[config.mk]
export PLATFORM = sky130hd
export DESIGN_NAME = queue_frame_drain
export DESIGN_NICKNAME = d
export VERILOG_FILES = /design/src/rtl/queue_frame_drain_pkg.sv /design/src/rtl/queue_frame_drain_axis_out_reg.sv /design/src/rtl/queue_frame_drain.sv
export SDC_FILE = /design/constraint.sdc
export NUM_CORES = 1
export LEC_CHECK = 0
export ABC_AREA = 1
export ABC_CLOCK_PERIOD_IN_PS = 1550
export BUFFER_PORTS_ARGS = -buffer_cell sky130_fd_sc_hd__buf_2
export CORE_MARGIN = 4
export CORE_UTILIZATION = 45
export CTS_BUF_LIST = sky130_fd_sc_hd__clkbuf_8
export CTS_CLUSTER_DIAMETER = 50
export CTS_CLUSTER_SIZE = 10
export DETAILED_ROUTE_END_ITERATION = 7
export PLACE_DENSITY = 0.72
export SETUP_SLACK_MARGIN = 0.2
export SYNTH_ARGS = -nofsm -noshare
export SYNTH_HDL_FRONTEND = slang
export SYNTH_SLANG_ARGS = --single-unit
[constraint.sdc]
create_clock -name clk -period 1.55 [get_ports clk]
set_input_delay 0.31 -clock clk [delete_from_list [all_inputs] [get_ports clk]]
set_output_delay 0.31 -clock clk [all_outputs]
set_load 0.05 [all_outputs]
[src/rtl/queue_frame_drain_pkg.sv]
// queue_frame_drain shared definitions:
// FSM state encoding and Ethernet framing constants.
package queue_frame_drain_pkg;

    typedef enum logic [1:0] {
        IDLE    = 2'd0,
        LEN_LO  = 2'd1,
        PAYLOAD = 2'd2,
        PAD     = 2'd3
    } state_t;

    localparam int FRAME_HDR_BYTES = 2;
    localparam int ETH_MIN_LEN     = 60;

endpackage

[src/rtl/queue_frame_drain_axis_out_reg.sv]
// axis_out_reg: single-entry valid/ready output register
// carrying one data byte plus a last flag.
module axis_out_reg (
    input  logic       clk,
    input  logic       rst,
    input  logic       load,
    input  logic [7:0] din,
    input  logic       last_in,
    input  logic       m_tready,
    output logic [7:0] m_tdata,
    output logic       m_tvalid,
    output logic       m_tlast,
    output logic       slot_free
);

    assign slot_free = !m_tvalid || m_tready;

    // Load a new beat when free; otherwise hold until accepted.
    always_ff @(posedge clk) begin
        if (rst) begin
            m_tdata  <= 8'h00;
            m_tvalid <= 1'b0;
            m_tlast  <= 1'b0;
        end else if (load) begin
            m_tdata  <= din;
            m_tvalid <= 1'b1;
            m_tlast  <= last_in;
        end else if (m_tready) begin
            m_tvalid <= 1'b0;
            m_tlast  <= 1'b0;
        end
    end

endmodule

[src/rtl/queue_frame_drain.sv]
// queue_frame_drain: pops length-prefixed frames from the byte queue
// and streams payload to the MAC. Padding enabled by QUEUE_FRAME_DRAIN_PAD_EN.
module queue_frame_drain
    import queue_frame_drain_pkg::*;
#(
    parameter int LEN_WIDTH = 16,
    parameter int MIN_LEN   = ETH_MIN_LEN,
    parameter int CNT_WIDTH = 16
) (
    input  logic                 clk,
    input  logic                 rst,
    output logic                 q_rd_en,
    input  logic [7:0]           q_dout,
    input  logic                 q_empty,
    output logic [7:0]           m_tdata,
    output logic                 m_tvalid,
    input  logic                 m_tready,
    output logic                 m_tlast,
    output logic                 busy,
    output logic                 zero_len_err,
    output logic [CNT_WIDTH-1:0] frame_cnt
);

    localparam int HDR_W = 8 * FRAME_HDR_BYTES;

    state_t               state;
    state_t               state_nxt;
    logic [7:0]           len_hi;
    logic [LEN_WIDTH-1:0] rem;
    logic [LEN_WIDTH-1:0] hdr_len;
    logic [HDR_W-1:0]     hdr;
    logic                 rd_req;
    logic                 ld;
    logic [7:0]           ld_data;
    logic                 ld_last;
    logic                 zl_set;
    logic                 slot_free;

`ifdef QUEUE_FRAME_DRAIN_PAD_EN
    localparam logic [LEN_WIDTH:0] MIN_L = (LEN_WIDTH+1)'(MIN_LEN);
    logic [LEN_WIDTH-1:0] sent;
    logic [LEN_WIDTH:0]   sent_inc;
    assign sent_inc = {1'b0, sent} + (LEN_WIDTH+1)'(1);
`endif

    assign hdr     = {len_hi, q_dout};
    assign hdr_len = LEN_WIDTH'(hdr);
    assign q_rd_en = rd_req && !rst;
    assign busy    = (state != IDLE) || m_tvalid;

    // State register.
    always_ff @(posedge clk) begin
        if (rst) begin
            state <= IDLE;
        end else begin
            state <= state_nxt;
        end
    end

    // Next state, queue pop and output-register load decisions.
    always_comb begin
        state_nxt = state;
        rd_req    = 1'b0;
        ld        = 1'b0;
        ld_data   = 8'h00;
        ld_last   = 1'b0;
        zl_set    = 1'b0;
        unique case (state)
            IDLE: begin
                if (!q_empty) begin
                    rd_req    = 1'b1;
                    state_nxt = LEN_LO;
                end
            end
            LEN_LO: begin
                if (!q_empty) begin
                    rd_req = 1'b1;
                    if (hdr_len == '0) begin
                        zl_set    = 1'b1;
                        state_nxt = IDLE;
                    end else begin
                        state_nxt = PAYLOAD;
                    end
                end
            end
            PAYLOAD: begin
                if (!q_empty && slot_free) begin
                    rd_req  = 1'b1;
                    ld      = 1'b1;
                    ld_data = q_dout;
                    if (rem == LEN_WIDTH'(1)) begin
`ifdef QUEUE_FRAME_DRAIN_PAD_EN
                        if (sent_inc < MIN_L) begin
                            state_nxt = PAD;
                        end else begin
                            ld_last   = 1'b1;
                            state_nxt = IDLE;
                        end
`else
                        ld_last   = 1'b1;
                        state_nxt = IDLE;
`endif
                    end
                end
            end
            PAD: begin
`ifdef QUEUE_FRAME_DRAIN_PAD_EN
                if (slot_free) begin
                    ld = 1'b1;
                    if (sent_inc == MIN_L) begin
                        ld_last   = 1'b1;
                        state_nxt = IDLE;
                    end
                end
`else
                state_nxt = IDLE;
`endif
            end
            default: state_nxt = IDLE;
        endcase
    end

    // Header capture, byte counters, error pulse and frame statistic.
    always_ff @(posedge clk) begin
        if (rst) begin
            len_hi       <= 8'h00;
            rem          <= '0;
            zero_len_err <= 1'b0;
            frame_cnt    <= '0;
`ifdef QUEUE_FRAME_DRAIN_PAD_EN
            sent         <= '0;
`endif
        end else begin
            zero_len_err <= zl_set;
            if (state == IDLE && rd_req) begin
                len_hi <= q_dout;
            end
            if (state == LEN_LO && rd_req) begin
                rem <= hdr_len;
`ifdef QUEUE_FRAME_DRAIN_PAD_EN
                sent <= '0;
`endif
            end
            if (state == PAYLOAD && ld) begin
                rem <= rem - LEN_WIDTH'(1);
`ifdef QUEUE_FRAME_DRAIN_PAD_EN
                sent <= sent_inc[LEN_WIDTH-1:0];
`endif
            end
`ifdef QUEUE_FRAME_DRAIN_PAD_EN
            if (state == PAD && ld) begin
                sent <= sent_inc[LEN_WIDTH-1:0];
            end
`endif
            if (m_tvalid && m_tready && m_tlast) begin
                frame_cnt <= frame_cnt + CNT_WIDTH'(1);
            end
        end
    end

    axis_out_reg u_out (
        .clk       (clk),
        .rst       (rst),
        .load      (ld),
        .din       (ld_data),
        .last_in   (ld_last),
        .m_tready  (m_tready),
        .m_tdata   (m_tdata),
        .m_tvalid  (m_tvalid),
        .m_tlast   (m_tlast),
        .slot_free (slot_free)
    );

endmodule
==> results.tsv <==
metric	value	unit
layout.nets	470	
fmax	649.1	MHz
synth_top_area_share	39.02	%
syn_area_per_cell	6.866	µm²
totalWireLength	7.009	mm
ys_top_cells_by_count	80 x nand2_1, 53 x dfxtp_1, 48 x nor2_1	
pre_cts_ws	30.88	ps
hold_viol	0	
intPower	1982	µW
crit_buf_inv	2	
vias_per_cell	5.209	
clk_pin_slew	100	ps
drc	0	
p_sw	986.9	µW
grt_max_degree	21	
finClkSkew	8.114	ps
wl_per_cell	13.20	µm
worstPathCellList	inv_4, nand2_4, nor2_4, nor2_4, nor2_4, buf_6	
crit_arrival	1230	ps
dieArea	7350	µm²
io_buffers	40	
cp_max_fo	2	
clockBufferDepth	2	
dr.pass1.iters	4	
pwr-share-seq	49.5	%
die_x	85.73	µm
fin_ws	9.437	ps
worstSetupPathType	flip-flop to output port	
antenna_found_initial	0	
synth_cell_types	35	
synthTopCellsByArea	dfxtp_1 39%, nand2_1 11%, a21oi_1 6.8%	
clock_sinks	53	
drt-initial-drc-count	177	
drive_gt1_share	32.46	%
synth-edff-count	0	
critPathMostFrequentCell	nor2_4	
finalMaxSlewViolations	0	
grtUsageTotal	18.81	%
seq_area_frac_synth	39.02	%
p_sw_share	33.24	%
async_flop_share	0	%
max-cap-violations	0	
dp_cells	510	
area_growth_syn_to_layout	29.50	%
critical_path.startpoint_type	flip-flop	
leakage	0.001590	µW
antenna_left	0	
core	5886	µm²
cp-end-kind	output port	
die_h	85.73	µm
fin_setup_tns	0	ps
outcome	complete, no violations	
slowest_stage	dfxtp_4	
grt_pass1_wl	11.24	mm
num_vias	2766	
synth_area	2719	µm²
max_stage_delay	370	ps
worstHoldPathType	input pin to flip-flop	
setup_viol	0	
synth_nets	411	
insertion_delay	320	ps
ir_drop	0.0006548	V
dpl.hpwl	4.708	mm
power.share.combinational	23.0	%
synth_most_common_cell	nand2_1	
crit_required	1240	ps
synth_ff_type	dfxtp_1	
syn_inst	396	
p_clk_share	27.5	%
root_buffer	clkbuf_8	
row_count	28	
tritoncts.num_buffers	5	
grt_overflow	0	
rsz0062_at_grt	yes	
grt_pass1_vias	2460	
period_share	99.39	%
synth-seq-cells	53	
fill_cells	534	
htree_levels	2	
critPathTopFamily	flip-flops	
cts_tree	built	
tightest_slew	369.5	ps
initial_core_util	46.19	%
antenna_cells	0	
yosys_warnings	0	
pwr_density_cell	843.3	nW/µm²
holdWs	268.3	ps
synth_top_cell_by_area	dfxtp_1	
maxSlewHeadroom	75.14	%
pin_count	41	
period_needed	1541	ps
place.gp.congestion	0.8581	
layout.cells.non_filler	531	
[timing repair]
action                                  4_1_cts  5_1_grt
pin swaps                                    14       15
buffers inserted                              7        5
endpoints found under the setup margin       18       33
gates cloned                                  1        0
resized for setup                            25       47
hold buffers                                  0        0
[worst register-to-register path, cell delays in order (launching register included)]
cell and delay (ps):
dfxtp_4 370, nand2_4 60, nand2_4 70, nor2_4 40, buf_4 130, buf_6 130, buf_12 140, nor2_4 180
buf_6 160, nand2_1 50, a21oi_1 110
[state kept, by name, indices dropped and copies added, names as in the netlist]
signal          count
frame_cnt          16
len_hi              8
rem                16
state               2
u_out.m_tdata       8
u_out.m_tlast       1
u_out.m_tvalid      1
zero_len_err        1
[final cells by class]
type	count	area [µm²]	area share, %
Tap cell	75	93.84	2.665
Clock buffer	5	68.82	1.955
Sequential cell	53	1096	31.13
Timing Repair Buffer	64	465.4	13.22
Clock inverter	3	20.02	0.5686
Inverter	50	190.2	5.402
Multi-Input combinational cell	281	1587	45.06
[power groups by stage]
| stage | Clock, µW | Sequential, µW | Combinational [µW] |
|---|---|---|---|
| global route | 893 | 1480 | 759 |
| finish | 816 | 1470 | 683 |
| CTS | 841 | 1460 | 623 |
| detailed placement | 0 | 1490 | 566 |
| floorplan | 0 | 1510 | 404 |
| global placement | 0 | 1490 | 558 |
[stage by stage]
| step | instance area, µm² | power (µW) | utilization [%] |
|---|---|---|---|
| 2_1_floorplan | 2770 | 1912 | - |
| 3_3_place_gp | 3099 | 2047 | 52.66 |
| 3_5_place_dp | 3099 | 2057 | 52.66 |
| 4_1_cts | 3344 | 2923 | 56.82 |
| 5_1_grt | 3521 | 3129 | 59.82 |
| 6_report | 3521 | 2969 | 59.82 |
[cell families (layout without fill, tap and decap cells)]
group | after synthesis | after routing | share of synthesized area, %
AOI/OAI and AO/OA | 81 | 81 | 15.92
xor gates and xnor gates | 3 | 3 | 0.9666
adders and majority gates | 3 | 3 | 1.381
buffers and inverters | 62 | 122 | 9.572
DFF | 53 | 53 | 39.02
and+or+nand+nor | 194 | 194 | 33.13
[final timing paths]
check | from | end | slack [ps] | depth (start not counted)
setup / recovery | state[0]$_SDFFE_PP0P_ | q_rd_en | 9 | 6
setup reg to reg | u_out.m_tvalid$_SDFFE_PP0P_ | rem[12]$_SDFFE_PP0P_ | 50 | 10
hold / removal | q_dout[0] | len_hi[0]$_SDFFE_PP0P_ | 270 | 3
hold reg to reg | len_hi[4]$_SDFFE_PP0P_ | len_hi[4]$_SDFFE_PP0P_ | 480 | 2
[layout by cell type, fill, tap and decap left out, types with 2 or more instances in the layout]
cell type / synthesis / layout
a21oi_1: 37 / 31
a21oi_2: 1 / 7
a31oi_1: 4 / 4
buf_12: 0 / 2
buf_2: 4 / 36
buf_4: 0 / 16
buf_6: 3 / 8
clkbuf_8: 0 / 5
dfxtp_1: 53 / 37
dfxtp_2: 0 / 10
dfxtp_4: 0 / 6
ha_1: 3 / 2
inv_1: 46 / 44
inv_2: 4 / 5
inv_4: 0 / 2
nand2_1: 80 / 72
nand2_2: 7 / 6
nand2_4: 0 / 9
nand3_1: 29 / 28
nand3_2: 2 / 2
nand4_1: 6 / 6
nand4_2: 2 / 2
nor2_1: 48 / 36
nor2_2: 2 / 7
nor2_4: 5 / 12
nor3_1: 8 / 7
nor3b_2: 1 / 2
nor4_1: 2 / 2
o21a_1: 2 / 2
o21ai_0: 31 / 25
o21ai_1: 1 / 4
o21ai_2: 0 / 3
xor2_1: 2 / 2
[layer usage]
metal  up-vias  routed length, µm  global-route usage, %
met4         0                160                  6.619
met2        87               3356                  30.23
met1      1252               3118                  25.03
met5         -                  0                      0
li1       1410                  -                      -
met3        17                375                  3.939
Power figures use the tool's default switching activity.
